===== config.mk =====
export PLATFORM = sky130hd
export DESIGN_NAME = decode_stage
export DESIGN_NICKNAME = d
export VERILOG_FILES = /design/src/rtl/decode_stage.sv
export SDC_FILE = /design/constraint.sdc
export NUM_CORES = 1
export LEC_CHECK = 0
export ABC_CLOCK_PERIOD_IN_PS = 4100
export BUFFER_PORTS_ARGS = -buffer_cell sky130_fd_sc_hd__buf_4
export CAP_MARGIN = 0
export CELL_PAD_IN_SITES_DETAIL_PLACEMENT = 1
export CELL_PAD_IN_SITES_GLOBAL_PLACEMENT = 1
export CORE_UTILIZATION = 40
export DETAILED_ROUTE_END_ITERATION = 10
export PLACE_DENSITY = 0.73
export SYNTH_ARGS = -nofsm -noshare
export SYNTH_HDL_FRONTEND = slang
export SYNTH_SLANG_ARGS = --single-unit

===== constraint.sdc =====
create_clock -name clk -period 4.1 [get_ports clk]
set_input_delay 0.82 -clock clk [delete_from_list [all_inputs] [get_ports clk]]
set_output_delay 0.82 -clock clk [all_outputs]
set_load 0.01 [all_outputs]

===== src/rtl/decode_stage.sv =====
// MIPS32 instruction-decode stage: instruction queue, combinational decode of the
// queue head, and a registered decode record handed to EX with a valid/ready handshake.
module decode_stage #(
  parameter int unsigned IQ_DEPTH     = 4,
  parameter bit          EN_MOVCOND   = 1'b1,
  parameter bit          EN_LOADSTORE = 1'b1
) (
  input  logic        clk,
  input  logic        rst,
  input  logic        flush,
  input  logic        if_valid,
  output logic        if_ready,
  input  logic [31:0] if_pc,
  input  logic [31:0] if_instr,
  input  logic        ex_ready,
  output logic        id_valid,
  output logic [31:0] id_pc,
  output logic [1:0]  id_instr_type,
  output logic [3:0]  id_aluop,
  output logic [4:0]  id_sa,
  output logic        id_sa_en,
  output logic [31:0] id_ext_imm,
  output logic [4:0]  id_raddr1,
  output logic [4:0]  id_raddr2,
  output logic [4:0]  id_waddr,
  output logic        id_reg_wr,
  output logic        id_mem_rd,
  output logic        id_mem_wr,
  output logic [1:0]  id_cond,
  output logic        id_illegal
);

  localparam int unsigned AW = $clog2(IQ_DEPTH);
  localparam int unsigned PW = AW + 1;

  localparam logic [1:0] TYPE_R = 2'b01, TYPE_I = 2'b10;
  localparam logic [1:0] NO_COND = 2'd0, COND_SRC2_NZ = 2'd1, COND_SRC2_Z = 2'd2;
  localparam logic [3:0] ALU_AND = 4'd0, ALU_OR = 4'd1, ALU_XOR = 4'd2, ALU_NOR = 4'd3,
                         ALU_SLL = 4'd4, ALU_SRL = 4'd5, ALU_SRA = 4'd6, ALU_MOV = 4'd7,
                         ALU_ADD = 4'd8;

  localparam logic [5:0] OP_SPECIAL = 6'h00, OP_ADDIU = 6'h09, OP_ANDI = 6'h0C,
                         OP_ORI = 6'h0D, OP_XORI = 6'h0E, OP_LUI = 6'h0F,
                         OP_LW = 6'h23, OP_SW = 6'h2B;
  localparam logic [5:0] F_SLL = 6'h00, F_SRL = 6'h02, F_SRA = 6'h03, F_SLLV = 6'h04,
                         F_SRLV = 6'h06, F_SRAV = 6'h07, F_MOVZ = 6'h0A, F_MOVN = 6'h0B,
                         F_ADDU = 6'h21, F_AND = 6'h24, F_OR = 6'h25, F_XOR = 6'h26,
                         F_NOR = 6'h27;

  typedef struct packed {
    logic [1:0]  itype;
    logic [3:0]  aluop;
    logic [4:0]  sa;
    logic        sa_en;
    logic [31:0] ext;
    logic [4:0]  r1;
    logic [4:0]  r2;
    logic [4:0]  wa;
    logic        we;
    logic        mr;
    logic        mw;
    logic [1:0]  cond;
    logic        ill;
  } dec_t;

  localparam dec_t DEC_IDLE = '{itype: TYPE_I, aluop: ALU_OR, sa: '0, sa_en: 1'b0, ext: '0,
                                r1: '0, r2: '0, wa: '0, we: 1'b0, mr: 1'b0, mw: 1'b0,
                                cond: NO_COND, ill: 1'b0};

  logic [PW-1:0] wptr, rptr;
  logic [31:0]   mem_pc    [IQ_DEPTH];
  logic [31:0]   mem_instr [IQ_DEPTH];
  logic          empty, full, push, adv, haz, load, bad;
  logic [31:0]   head_pc, head;
  dec_t          d, q;

  assign empty    = (wptr == rptr);
  assign full     = (wptr[AW] != rptr[AW]) && (wptr[AW-1:0] == rptr[AW-1:0]);
  assign if_ready = !full;
  assign push     = if_valid && !full;
  assign head_pc  = mem_pc[rptr[AW-1:0]];
  assign head     = mem_instr[rptr[AW-1:0]];

  always_comb begin
    d   = DEC_IDLE;
    bad = 1'b0;
    case (head[31:26])
      OP_SPECIAL: begin
        d.itype = TYPE_R;
        d.r1    = head[25:21];
        d.r2    = head[20:16];
        d.wa    = head[15:11];
        d.we    = 1'b1;
        case (head[5:0])
          F_SLL:  begin d.aluop = ALU_SLL; d.r1 = '0; d.sa = head[10:6]; d.sa_en = 1'b1; end
          F_SRL:  begin d.aluop = ALU_SRL; d.r1 = '0; d.sa = head[10:6]; d.sa_en = 1'b1; end
          F_SRA:  begin d.aluop = ALU_SRA; d.r1 = '0; d.sa = head[10:6]; d.sa_en = 1'b1; end
          F_SLLV: d.aluop = ALU_SLL;
          F_SRLV: d.aluop = ALU_SRL;
          F_SRAV: d.aluop = ALU_SRA;
          F_MOVZ: if (EN_MOVCOND) begin d.aluop = ALU_MOV; d.cond = COND_SRC2_Z; end else bad = 1'b1;
          F_MOVN: if (EN_MOVCOND) begin d.aluop = ALU_MOV; d.cond = COND_SRC2_NZ; end else bad = 1'b1;
          F_ADDU: d.aluop = ALU_ADD;
          F_AND:  d.aluop = ALU_AND;
          F_OR:   d.aluop = ALU_OR;
          F_XOR:  d.aluop = ALU_XOR;
          F_NOR:  d.aluop = ALU_NOR;
          default: bad = 1'b1;
        endcase
      end
      OP_ANDI, OP_ORI, OP_XORI: begin
        d.aluop = (head[27:26] == 2'b00) ? ALU_AND : (head[27:26] == 2'b01) ? ALU_OR : ALU_XOR;
        d.ext   = {16'h0000, head[15:0]};
        d.r1    = head[25:21];
        d.wa    = head[20:16];
        d.we    = 1'b1;
      end
      OP_LUI: begin
        d.ext = {head[15:0], 16'h0000};
        d.wa  = head[20:16];
        d.we  = 1'b1;
      end
      OP_ADDIU: begin
        d.aluop = ALU_ADD;
        d.ext   = {{16{head[15]}}, head[15:0]};
        d.r1    = head[25:21];
        d.wa    = head[20:16];
        d.we    = 1'b1;
      end
      OP_LW: if (EN_LOADSTORE) begin
        d.aluop = ALU_ADD;
        d.ext   = {{16{head[15]}}, head[15:0]};
        d.r1    = head[25:21];
        d.wa    = head[20:16];
        d.we    = 1'b1;
        d.mr    = 1'b1;
      end else bad = 1'b1;
      OP_SW: if (EN_LOADSTORE) begin
        d.aluop = ALU_ADD;
        d.ext   = {{16{head[15]}}, head[15:0]};
        d.r1    = head[25:21];
        d.r2    = head[20:16];
        d.mw    = 1'b1;
      end else bad = 1'b1;
      default: bad = 1'b1;
    endcase
    if (bad) begin
      d     = DEC_IDLE;
      d.ill = 1'b1;
    end
    if (d.wa == '0) d.we = 1'b0;
  end

  // A load still in the output register cannot forward yet: hold its consumer one cycle.
  assign haz  = id_valid && q.mr && (q.wa != '0) &&
                (((d.r1 != '0) && (d.r1 == q.wa)) || ((d.r2 != '0) && (d.r2 == q.wa)));
  assign adv  = !id_valid || ex_ready;
  assign load = adv && !empty && !haz;

  always_ff @(posedge clk) begin
    if (push && !flush) begin
      mem_pc[wptr[AW-1:0]]    <= if_pc;
      mem_instr[wptr[AW-1:0]] <= if_instr;
    end
  end

  always_ff @(posedge clk or posedge rst) begin
    if (rst) begin
      wptr     <= '0;
      rptr     <= '0;
      id_valid <= 1'b0;
      id_pc    <= '0;
      q        <= DEC_IDLE;
    end else if (flush) begin
      wptr     <= '0;
      rptr     <= '0;
      id_valid <= 1'b0;
    end else begin
      if (push) wptr <= wptr + 1'b1;
      if (load) rptr <= rptr + 1'b1;
      if (adv)  id_valid <= load;
      if (load) begin
        id_pc <= head_pc;
        q     <= d;
      end
    end
  end

  assign id_instr_type = q.itype;
  assign id_aluop      = q.aluop;
  assign id_sa         = q.sa;
  assign id_sa_en      = q.sa_en;
  assign id_ext_imm    = q.ext;
  assign id_raddr1     = q.r1;
  assign id_raddr2     = q.r2;
  assign id_waddr      = q.wa;
  assign id_reg_wr     = q.we;
  assign id_mem_rd     = q.mr;
  assign id_mem_wr     = q.mw;
  assign id_cond       = q.cond;
  assign id_illegal    = q.ill;

endmodule


==> flow_summary.toml <==
[setup_path]
crit_required_ns = 4.54
cp.arrival_ns = 4.30
start_kind = "flop"
crit_fanout = 46
cp-end-kind = "flop"
crit_type = "flop to flop"

[place]
dpl_worst_slack_ns = 0.197
gp_congestion = 0.838
dp_cells = 1438
dp_hpwl_um = 21600
io_buffers = 167

[yosys]
ys_ff_latch = 360
synth_area_leaders = "edfxtp_1, dfrtp_1, mux4_2"
synth.distinct_cells = 56
synth_edf_count = 256
yosys.area.top_type = "edfxtp_1"
syn_nets = 889
synth_area_sq_mm = 0.0144
synthArstFlopShare_pct = 28.9
synthCells = 815
synth_ff_type = "edfxtp_1"
ys_seq_area_share_pct = 71.7
yosysTopAreaCellShare_pct = 53.5
yosysWarnings = 0
avgSynthCellArea_sq_um = 17.6

[die]
fp.dieArea_sq_mm = 0.0367
core.rowCount = 69
ios = 168
coreArea_sq_mm = 0.0355
die_w_um = 191
start_util_pct = 40.5
die_h_um = 191

[global_route]
grt_pass1_vias = 8625
grt_max_degree = 65
grt_first_pass_wirelength_um = 51100
grt_usage_pct = 18.4
grt.overflow.total = 0
antenna_found_initial = 3

[timing]
rsz0062_at_grt = "no"
worst_pin_slew_ns = 0.940
tns_ns = 0
slew_viol_final = 0
setup_slack_ns = 0.233
period_minus_slack_ns = 3.87
relSlewSlack_pct = 36.9
max_freq_ghz = 0.259
fin_crit_sh_pct = 94.3
final-hold-violation-count = 0
setup_violations = 0
fin_skew_ns = 0.0208

[cts]
cts.path.max_buffers = 3
htreeDepth = 2
clk_pin_slew_ns = 0.06
cts_setup_buffers = 0
hold_buffers = 0
cts_resized = 0
cts-buffers-inserted = 40
cts-root-buf = "clkbuf_16"
cts_sinks = 360
cts_tree = "done"
clk_latency_ns = 0.53

[detailed_routing]
ant_nets = 0
drtIter0Drc = 355
route.detailed.drc = 0
firstDrtPassIters = 4
post_drt_wl_per_cell_um = 21.6
drt_wl_total_um = 32700
vias = 7836
via_per_inst = 5.18

[pwr]
cellPowerDensity_mw_per_mm2 = 647
leakage_nw = 6.53
p_total_mw = 11.4
ir_worst_vdd_v = 0.000514

[finish]
layout_common_cells = "edfxtp_1, buf_4, dfrtp_1"
drive_gt1_share_pct = 35.3
layout.nets = 1093
area_growth_pct = 23.2
layout_commonest_cell = "edfxtp_1"
stdcell_count = 1512
fillerInstances = 3405
antenna_cells = 0

[worst_hold_path]
hp-class = "primary input to flop"

[flow_run]
drv_cap = 0

[status]
run_status = "completed"
## critical path, stage by stage, from the launching register on
cell       delay (ns)
dfrtp_4          0.62
mux4_2           0.68
nand2b_1         0.26
nor2b_1          0.32
o311ai_2         0.20
a41oi_1          0.37
a2111oi_4        0.16
a211oi_4         0.34
buf_12           0.33
buf_4            0.27
mux2i_1          0.20
## path summary, 6_finish.rpt
path                                  startpoint                         end  slack (ns)  cells past startpoint
hold reg to reg            id_pc[10]$_DFFE_PP0P_       id_pc[10]$_DFFE_PP0P_        0.49                      1
hold / removal                         if_pc[27]     mem_pc[0][27]$_DFFE_PP_        0.49                      1
min in group asynchronous                    rst  id_ext_imm[25]$_DFFE_PP0P_        0.50                      2
setup reg to reg             rptr[0]$_DFFE_PP0P_    id_raddr1[4]$_DFFE_PP0P_        0.23                     10
max in group asynchronous                    rst       id_reg_wr$_DFFE_PP0P_        2.71                      3
setup / recovery             rptr[0]$_DFFE_PP0P_    id_raddr1[4]$_DFFE_PP0P_        0.23                     10
## metrics by stage
step / cell area, sq um / utilization (%) / hold slack (ns)
final: 17700 / 49.9 / 0.488
after global routing: 17700 / 49.9 / 0.469
after detailed placement: 16300 / 45.9 / 0.481
after CTS: 17700 / 49.9 / 0.472
after floorplan: 14400 / - / 0.523
after global placement: 16300 / 45.9 / 0.483
## synthesized netlist by cell type, types with 8 or more instances
master	number
buf_2	10
nor2_1	24
mux4_2	64
nand2_1	47
a21oi_1	22
mux2i_1	52
clkbuf_1	15
nor2b_1	8
inv_1	62
edfxtp_1	256
dfrtp_1	102
mux2_1	16
mux2_2	31
## cells by family (layout without fill, tap and decap cells)
kind of cell | count (synthesis) | in the layout | share of synthesized area [%]
fa+ha+maj | 5 | 5 | 0.436
xor+xnor | 11 | 11 | 0.671
simple gates | 118 | 118 | 3.92
mux | 163 | 163 | 17.3
compound gates | 63 | 63 | 3.17
buf+inv | 95 | 331 | 2.80
flops | 360 | 360 | 71.7
## area by class of cell
| cell class | instances | area (sq um) | share of cell area, % |
|---|---|---|---|
| sequential | 360 | 10300 | 58.2 |
| inverter | 62 | 235 | 1.33 |
| clock buffer | 51 | 1130 | 6.41 |
| tap | 461 | 577 | 3.26 |
| multi-input combinational | 360 | 3690 | 20.8 |
| timing repair buffer | 195 | 1500 | 8.48 |
| clock inverter | 23 | 265 | 1.50 |
## layer usage
layer / wire length (um) / GRT usage (%) / vias up
li1: - / - / 3520
met1: 14300 / 24.4 / 4081
met2: 15800 / 30.5 / 179
met3: 1960 / 4.72 / 52
met4: 574 / 4.06 / 4
met5: 23 / 0 / -
## registers in the layout, indices dropped and copies added (netlist names), 2 cells and up
signal         flops
rptr               3
id_pc             32
mem_instr        128
id_raddr1          5
id_waddr           5
id_raddr2          5
id_sa              5
mem_pc           128
id_ext_imm        32
id_instr_type      2
wptr               3
id_cond            2
id_aluop           4
## power by group
part           total, mW  switching [mW]  leakage [nW]  internal (mW)
Combinational       3.06            1.57          2.16           1.49
Clock               3.73            1.44         0.691           2.29
Sequential          4.66           0.319          3.68           4.34
Power figures use the tool's default switching activity.
